`config.mk`:
```
export PLATFORM = sky130hd
export DESIGN_NAME = ifetch_buffer
export DESIGN_NICKNAME = d
export VERILOG_FILES = /design/src/rtl/ifetch_buffer.sv
export SDC_FILE = /design/constraint.sdc
export NUM_CORES = 1
export LEC_CHECK = 0
export CAP_MARGIN = 25
export CORE_MARGIN = 2
export CORE_UTILIZATION = 40
export CTS_CLUSTER_DIAMETER = 30
export DETAILED_ROUTE_END_ITERATION = 16
export PLACE_DENSITY_LB_ADDON = 0.05
export SYNTH_ARGS = -nofsm -noshare
export SYNTH_HDL_FRONTEND = slang
export SYNTH_SLANG_ARGS = --single-unit
export TNS_END_PERCENT = 10
```
`constraint.sdc`:
```
create_clock -name clk -period 5.8 [get_ports clk]
set_input_delay 1.74 -clock clk [delete_from_list [all_inputs] [get_ports clk]]
set_output_delay 1.74 -clock clk [all_outputs]
set_load 0.02 [all_outputs]
```
`src/rtl/ifetch_buffer.sv`:
```
// ---------------------------------------------------------------------------
// ifetch_buffer
// Instruction-fetch front end for the single-cycle datapath. It reads the
// byte-wide instruction memory one byte per clock and assembles big-endian
// 32-bit words (the byte at the lowest address lands in bits 31:24). Each
// finished word is queued with its PC in a small FIFO and offered downstream
// over a valid/ready handshake. A redirect flushes everything in flight and
// restarts fetch at the new word-aligned PC.
//
// Ports:
//   clk            clock, all state changes on the rising edge
//   reset          synchronous active-high reset (beats redirect)
//   imem_addr      byte address to instruction memory (fpc + byte index)
//   imem_rdata     byte returned combinationally for imem_addr
//   redirect_valid load redirect_pc as the new fetch PC this cycle
//   redirect_pc    new fetch PC, bits 1:0 ignored
//   inst_valid     FIFO head holds an instruction
//   inst_data      head instruction, zero when empty
//   inst_pc        PC of head instruction, zero when empty
//   inst_ready     consumer takes the head this cycle
//   fifo_count     number of queued instructions
// ---------------------------------------------------------------------------
module ifetch_buffer #(
   parameter int          ADDR_W   = 5,
   parameter int          DEPTH    = 2,
   parameter logic [31:0] RESET_PC = 32'h0
) (
   input  logic                       clk,
   input  logic                       reset,
   output logic [ADDR_W-1:0]          imem_addr,
   input  logic [7:0]                 imem_rdata,
   input  logic                       redirect_valid,
   input  logic [31:0]                redirect_pc,
   output logic                       inst_valid,
   output logic [31:0]                inst_data,
   output logic [31:0]                inst_pc,
   input  logic                       inst_ready,
   output logic [$clog2(DEPTH):0]     fifo_count
);

   localparam int PTR_W = $clog2(DEPTH);
   localparam int CNT_W = PTR_W + 1;

   logic [31:0]      fpc;
   logic [1:0]       cnt;
   logic [23:0]      asm_reg;
   logic [31:0]      fifo_pc   [DEPTH];
   logic [31:0]      fifo_data [DEPTH];
   logic [PTR_W-1:0] rd_ptr;
   logic [PTR_W-1:0] wr_ptr;
   logic [CNT_W-1:0] count;

   logic full;
   logic pop;
   logic advance;
   logic push;

   // Handshake and flow control. Fetch only stalls when the FIFO is full and
   // nothing leaves this cycle; a push is suppressed by a redirect or reset.
   always_comb begin
      full    = (count == CNT_W'(DEPTH));
      pop     = inst_valid && inst_ready;
      advance = !(full && !pop);
      push    = advance && (cnt == 2'd3) && !redirect_valid && !reset;
   end

   // The byte address walks through the current word; it wraps around the
   // small memory naturally through the truncated add.
   always_comb begin
      imem_addr = fpc[ADDR_W-1:0] + ADDR_W'(cnt);
   end

   // Head of the queue, forced to zero when empty so the consumer never sees
   // stale or uninitialised storage.
   always_comb begin
      inst_valid = (count != '0);
      inst_data  = inst_valid ? fifo_data[rd_ptr] : 32'h0;
      inst_pc    = inst_valid ? fifo_pc[rd_ptr]   : 32'h0;
      fifo_count = count;
   end

   // Fetch sequencing, FIFO pointers and occupancy. Reset wins over redirect,
   // and redirect wins over any assembly or push. A pop in a redirect cycle
   // needs no bookkeeping because the whole queue is discarded anyway.
   always_ff @(posedge clk) begin
      if (reset) begin
         fpc     <= RESET_PC;
         cnt     <= 2'd0;
         asm_reg <= 24'h0;
         rd_ptr  <= '0;
         wr_ptr  <= '0;
         count   <= '0;
      end else if (redirect_valid) begin
         fpc     <= redirect_pc & 32'hFFFF_FFFC;
         cnt     <= 2'd0;
         asm_reg <= 24'h0;
         rd_ptr  <= '0;
         wr_ptr  <= '0;
         count   <= '0;
      end else begin
         if (advance) begin
            if (cnt == 2'd3) begin
               fpc <= fpc + 32'd4;
               cnt <= 2'd0;
            end else begin
               asm_reg <= {asm_reg[15:0], imem_rdata};
               cnt     <= cnt + 2'd1;
            end
         end
         if (push) begin
            wr_ptr <= wr_ptr + PTR_W'(1);
         end
         if (pop) begin
            rd_ptr <= rd_ptr + PTR_W'(1);
         end
         case ({push, pop})
            2'b10:   count <= count + CNT_W'(1);
            2'b01:   count <= count - CNT_W'(1);
            default: count <= count;
         endcase
      end
   end

   // FIFO storage needs no reset; entries are only visible once written.
   always_ff @(posedge clk) begin
      if (push) begin
         fifo_pc[wr_ptr]   <= fpc;
         fifo_data[wr_ptr] <= {asm_reg, imem_rdata};
      end
   end

endmodule

```
==> results of run 1 <==
-- area by class of cell --
class	instances	area, sq um	area share (%)
Sequential cell	185	4950	52.2
Multi-Input combinational cell	385	2400	25.4
Timing Repair Buffer	121	1230	12.9
Clock buffer	18	429	4.53
Tap cell	234	293	3.09
Clock inverter	14	149	1.57
Inverter	8	30.0	0.317
-- metrics by stage --
| step | hold WS (ns) | area [sq um] | utilization (%) |
|---|---|---|---|
| floorplan | 0.425 | 7530 | - |
| global placement | 0.435 | 8870 | 47.8 |
| detailed placement | 0.441 | 8870 | 47.8 |
| CTS | 0.457 | 9450 | 50.9 |
| global route | 0.471 | 9480 | 51.0 |
| finish | 0.453 | 9480 | 51.0 |
-- synth_stat cells, types with 2 or more instances --
library cell / n
nand3_1: 9
nor3_1: 9
nand4_1: 4
nand2_1: 71
and2_1: 5
mux2i_1: 62
nor4_1: 3
or2_2: 2
nor2_1: 97
o21ai_0: 5
buf_1: 2
clkbuf_1: 23
inv_1: 7
and3_1: 2
dfxtp_1: 61
o22ai_1: 2
ha_1: 3
a21oi_1: 32
xnor2_1: 27
a311oi_1: 4
a211oi_1: 17
or3_1: 4
nor4_2: 4
nand4_4: 2
and4_1: 4
xor2_1: 3
buf_4: 6
edfxtp_1: 124
buf_2: 6
-- logic make-up after synthesis --
family	after synthesis	synth area share (%)
adder cells (fa/ha/maj)	3	0.498
AND/OR/NAND/NOR	226	14.3
XOR/XNOR	30	3.49
other	1	0.0498
buffers and inverters	46	2.79
multiplexers	62	8.24
AO/OA/AOI/OAI	62	4.97
flip-flops	185	65.7
-- metal layers --
layer	vias up	part of all wire, %	global-route usage [%]
li1	2387	-	-
met1	2360	43	20.7
met2	102	52	29.2
met3	19	3.5	3.33
met4	0	1.5	5.58
met5	-	0	0
-- placed cells by master (no fill, tap or decap), types with 6 or more instances in the layout --
master,count
clkbuf_16,17
edfxtp_1,124
buf_4,6
a211oi_1,17
nor2_1,93
a21oi_1,32
clkdlybuf4s50_1,111
nand3_1,9
nor3_1,9
inv_1,7
nand2_1,71
xnor2_1,27
mux2i_1,62
dfxtp_1,60
-- critical path: stages, from the launching register on --
cell,delay (ns)
dfxtp_4,0.97
buf_4,0.40
mux2i_1,0.12
nor2_1,0.13
clkdlybuf4s50_1,0.62
-- path summary, 6_finish.rpt --
path,endpoint,slack [ns],cells after the start
setup / recovery,inst_data[17],1.37,4
hold reg to reg,fifo_data[0][24],0.45,0
hold / removal,fifo_data[0][24],0.45,0
setup reg to reg,fifo_count[1],3.01,7
-- power groups by stage --
stage          registers (mW)  logic [mW]  clock network, mW
4_1_cts                  1.45      0.0949               1.15
6_report                 1.45      0.0942               1.13
2_1_floorplan            1.47      0.0503                  0
3_3_place_gp             1.48      0.0929                  0
3_5_place_dp             1.48      0.0942                  0
5_1_grt                  1.45       0.104               1.21
==> flow_summary.json, run 1 <==
{
  "finalCritPeriodShare_pct": 76.3,
  "dieArea_sq_um": 19900,
  "hp-class": "register to register",
  "drt-vias-per-instance": 5.04,
  "ant_nets": 0,
  "final_max_slew_viol_count": 0,
  "antenna_found_initial": 0,
  "grt_use_total_pct": 16.7,
  "grt_max_degree": 51,
  "endpoint_kind": "primary output",
  "crit_path_max_fanout": 50,
  "async_reset_ff_share_pct": 0,
  "final_layout_size_suffix_gt1_share_pct": 8.34,
  "fin_cells": 965,
  "synthCells": 615,
  "clkLatencyLatePin_ns": 0.43,
  "reg.largest.list": "fifo_data: 64 flops, fifo_pc: 60 flops, fpc: 30 flops",
  "ios": 116,
  "status": "completed",
  "netlist_area_sq_um": 7530,
  "post_cts_resized": 0,
  "drt_iter0_markers": 238,
  "clock_power_share_pct": 42.2,
  "yosysSeqAreaShare_pct": 65.7,
  "fp.coreArea_sq_um": 18600,
  "p_leak_nw": 2.95,
  "max_freq_mhz": 226,
  "dp_cells": 931,
  "cts.clk_slew.worst_paths_ns": 0.06,
  "cap_violations": 0,
  "startpoint_type": "register",
  "postCtsHoldBufs": 0,
  "clockBufferDepth": 2,
  "initial_core_util_pct": 40.5,
  "p_total_mw": 2.67,
  "min_period_ns": 4.43,
  "die_h_um": 141,
  "holdCritStartpoint": "asm_reg[16]",
  "routed_wl_mm": 16.0,
  "seq_power_share_pct": 54.3,
  "top_register": "fifo_data",
  "cts_inserted_buffers": 17,
  "fp.dieW_um": 141,
  "final_hold_viol_count": 0,
  "rsz0062_at_grt": "no",
  "h-tree-depth": 4,
  "largest_register_ff_count": 64,
  "p_comb_share_pct": 3.5,
  "switchingPower_uw": 561,
  "p_sw_share_pct": 21.0,
  "synth_edf_count": 124,
  "fillers": 1670,
  "drc": 0,
  "setup_viol": 0,
  "syn_avg_cell_area_sq_um": 12.2,
  "slew_headroom_pct": 38.5,
  "grt_pass1_vias": 4857,
  "cp.arrival_ns": 2.69,
  "worst_pin_slew_ns": 0.923,
  "fin_skew_ns": 0.00774,
  "wl_per_cell_um": 16.6,
  "grt_pass1_wl_mm": 25.5,
  "setup_ws_ns": 1.37,
  "yosys.area.top_type": "edfxtp_1",
  "synth_area_leaders": "edfxtp_1, dfxtp_1, mux2i_1",
  "synth.distinct_cells": 44,
  "reg2reg_from": "fifo_count[0]",
  "fin_nets": 765,
  "cts.sinks": 185,
  "required_ns": 4.06,
  "routabilityCongestion": 0.731,
  "hpwl_mm": 10.5,
  "vias": 4868,
  "row_count": 50,
  "dr.pass1.iters": 4,
  "cts_tree": "done",
  "synth_top_area_share_pct": 49.4,
  "fin_tns_setup_ns": 0,
  "cts_setup_buffers": 0,
  "io_buffers": 111,
  "p_per_area_nw_per_um2": 281,
  "cts_root_buf": "clkbuf_16",
  "synthFlopType": "edfxtp_1",
  "pre_cts_ws_ns": 1.13,
  "vdd_ir_drop_max_mv": 0.193,
  "ys_ff_latch": 185,
  "grt_overflow": 0,
  "synth_warnings": 0,
  "p_int_mw": 2.11,
  "area_growth_pct": 25.9,
  "antenna_cells": 0,
  "worst-setup-path-type": "register to primary output"
}
Note: power is estimated with default switching activity, not from simulation.
==> run 2: changes to the inputs <==
==> constraint.sdc (replaced) <==
create_clock -name clk -period 4.2 [get_ports clk]
set_input_delay 1.26 -clock clk [delete_from_list [all_inputs] [get_ports clk]]
set_output_delay 1.26 -clock clk [all_outputs]
set_load 0.02 [all_outputs]
==> run 2 against run 1 <==
  * Largest power group unchanged
  * Global-route usage grew 0.29 points
  * Via count shrank 0.16%
  * Critical path depth is the same
  * Critical path type unchanged
  * Clock-buffer cell count grew 4
  * Clock skew grew 0.0016 ns
  * Wire length grew 0.62%
  * Core utilization grew 0.83 points
==> flow_summary.json, run 2 (same netlist as run 1, synthesis figures left out) <==
{
  "status": "completed",
  "worst-setup-path-type": "register to primary output",
  "cts_inserted_buffers": 17,
  "drt-vias-per-instance": 5.01,
  "clkLatencyLatePin_ns": 0.42,
  "fin_nets": 770,
  "cts_setup_buffers": 0,
  "grt_overflow": 0,
  "final_hold_viol_count": 0,
  "drt_iter0_markers": 188,
  "setup_viol": 0,
  "reg2reg_to": "fifo_count[1]",
  "fp.dieW_um": 141,
  "pre_cts_ws_ns": 0.593,
  "startpoint_type": "register",
  "area_growth_pct": 27.9,
  "endpoint_kind": "primary output",
  "grt_pass1_wl_mm": 26.0,
  "p_total_mw": 3.85,
  "holdCritStartpoint": "asm_reg[16]",
  "reg2reg_depth": 7,
  "antenna_cells": 0,
  "slew_headroom_pct": 42.5,
  "fp.coreArea_sq_um": 18600,
  "row_count": 50,
  "p_per_area_nw_per_um2": 399,
  "final_cell_mix": "edfxtp_1, clkdlybuf4s50_1, nor2_1",
  "die_h_um": 141,
  "hold-path-cell-count": 0,
  "dr.pass1.iters": 4,
  "clockBufferDepth": 2,
  "final_area_sq_um": 9640,
  "final_layout_size_suffix_gt1_share_pct": 8.97,
  "top_register": "fifo_data",
  "layout_commonest_cell": "edfxtp_1",
  "crit_path_max_fanout": 33,
  "cts_tree": "done",
  "routed_wl_mm": 16.1,
  "path_cells": "nor2_4, buf_4, nor2_1, clkdlybuf4s50_1",
  "io_buffers": 111,
  "vias": 4860,
  "cts.clk_slew.worst_paths_ns": 0.06,
  "ios": 116,
  "dieArea_sq_um": 19900,
  "h-tree-depth": 4,
  "final_max_slew_viol_count": 0,
  "vdd_ir_drop_max_mv": 0.283,
  "worst_pin_slew_ns": 0.861,
  "fin_util_pct": 51.9,
  "wl_per_cell_um": 16.6,
  "required_ns": 2.94,
  "fin_skew_ns": 0.00937,
  "cts.sinks": 185,
  "setup_ws_ns": 0.417,
  "post_cts_resized": 0,
  "grt_use_total_pct": 17.0,
  "ant_nets": 0,
  "grt_pass1_vias": 5042,
  "cap_violations": 0,
  "initial_core_util_pct": 40.5,
  "postCtsHoldBufs": 0,
  "finalCritPeriodShare_pct": 90.1,
  "largest_register_ff_count": 64,
  "cp_slowest_cell": "nor2_4",
  "grt_max_degree": 51,
  "antenna_found_initial": 0,
  "critPathMaxStageDelay_ns": 0.71,
  "reg2reg_slack_ns": 1.68,
  "cp.arrival_ns": 2.52,
  "cts_root_buf": "clkbuf_16",
  "min_period_ns": 3.78,
  "routabilityCongestion": 0.734,
  "min_to": "fifo_data[1][24]",
  "max_freq_mhz": 264,
  "postPlaceCellArea_sq_um": 8990,
  "drc": 0,
  "rsz0062_at_grt": "no",
  "reg2reg_from": "fifo_count[0]",
  "reg.largest.list": "fifo_data: 64 flops, fifo_pc: 60 flops, fpc: 30 flops",
  "hpwl_mm": 10.9,
  "hp-class": "register to register",
  "p_leak_nw": 3.03
}
-- run 2: cell types whose count changed in the layout (fill, tap and decap cells not counted) --
cell | before | now
buf_8 | 2 | 0
clkinv_4 | 3 | 2
bufinv_16 | 2 | 4
clkbuf_8 | 0 | 4
inv_6 | 2 | 1
buf_12 | 2 | 7
buf_4 | 6 | 8
clkinvlp_4 | 4 | 1
clkinv_2 | 3 | 2
-- run 2: power breakdown --
part	total [mW]	internal, mW	leakage (nW)	switching [mW]
registers	2.00	1.96	1.59	0.0353
clock network	1.72	1.06	0.317	0.657
logic	0.131	0.0694	1.12	0.0615
-- run 2: worst max-delay path by stage --
stage	to	from	slack, ns
final	inst_pc[24]	fifo_count[0]	0.42
after global routing	inst_pc[30]	fifo_count[0]	0.22
after CTS	inst_pc[23]	fifo_count[0]	0.30
after detailed placement	fifo_count[1]	inst_ready	0.59
after global placement	fifo_count[1]	inst_ready	0.61
after floorplan	fifo_data[1][0]	redirect_valid	-0.07
-- run 2: worst max-delay path, delay by kind of cell (launching register included) --
family | cells | cell delay, ns
buffers and inverters | 2 | 0.89
AND/OR/NAND/NOR | 2 | 0.80
flip-flops | 1 | 0.40
-- run 2: area by class of cell --
cell class / count / area, sq um
clock buffer: 22 / 484
clock inverter: 10 / 164
fill: 1624 / 8940
inverter: 8 / 30.0
multi-input combinational: 385 / 2400
sequential: 185 / 4950
tap: 234 / 293
timing repair buffer: 126 / 1310
-- run 2: stage by stage --
step                hold slack [ns]  std cells  setup TNS [ns]
global placement              0.436        938               0
global route                  0.477        970               0
floorplan                     0.425        616           -9.25
finish                        0.461        970               0
CTS                           0.462        970               0
detailed placement            0.447        938               0
-- run 2: per-layer routing --
layer / vias up / global-route usage, % / wire length [um]
met2: 82 / 30.5 / 8470
met1: 2358 / 20.1 / 6970
met3: 23 / 3.57 / 406
met4: 0 / 6.00 / 287
li1: 2397 / - / -
met5: - / 0 / 0
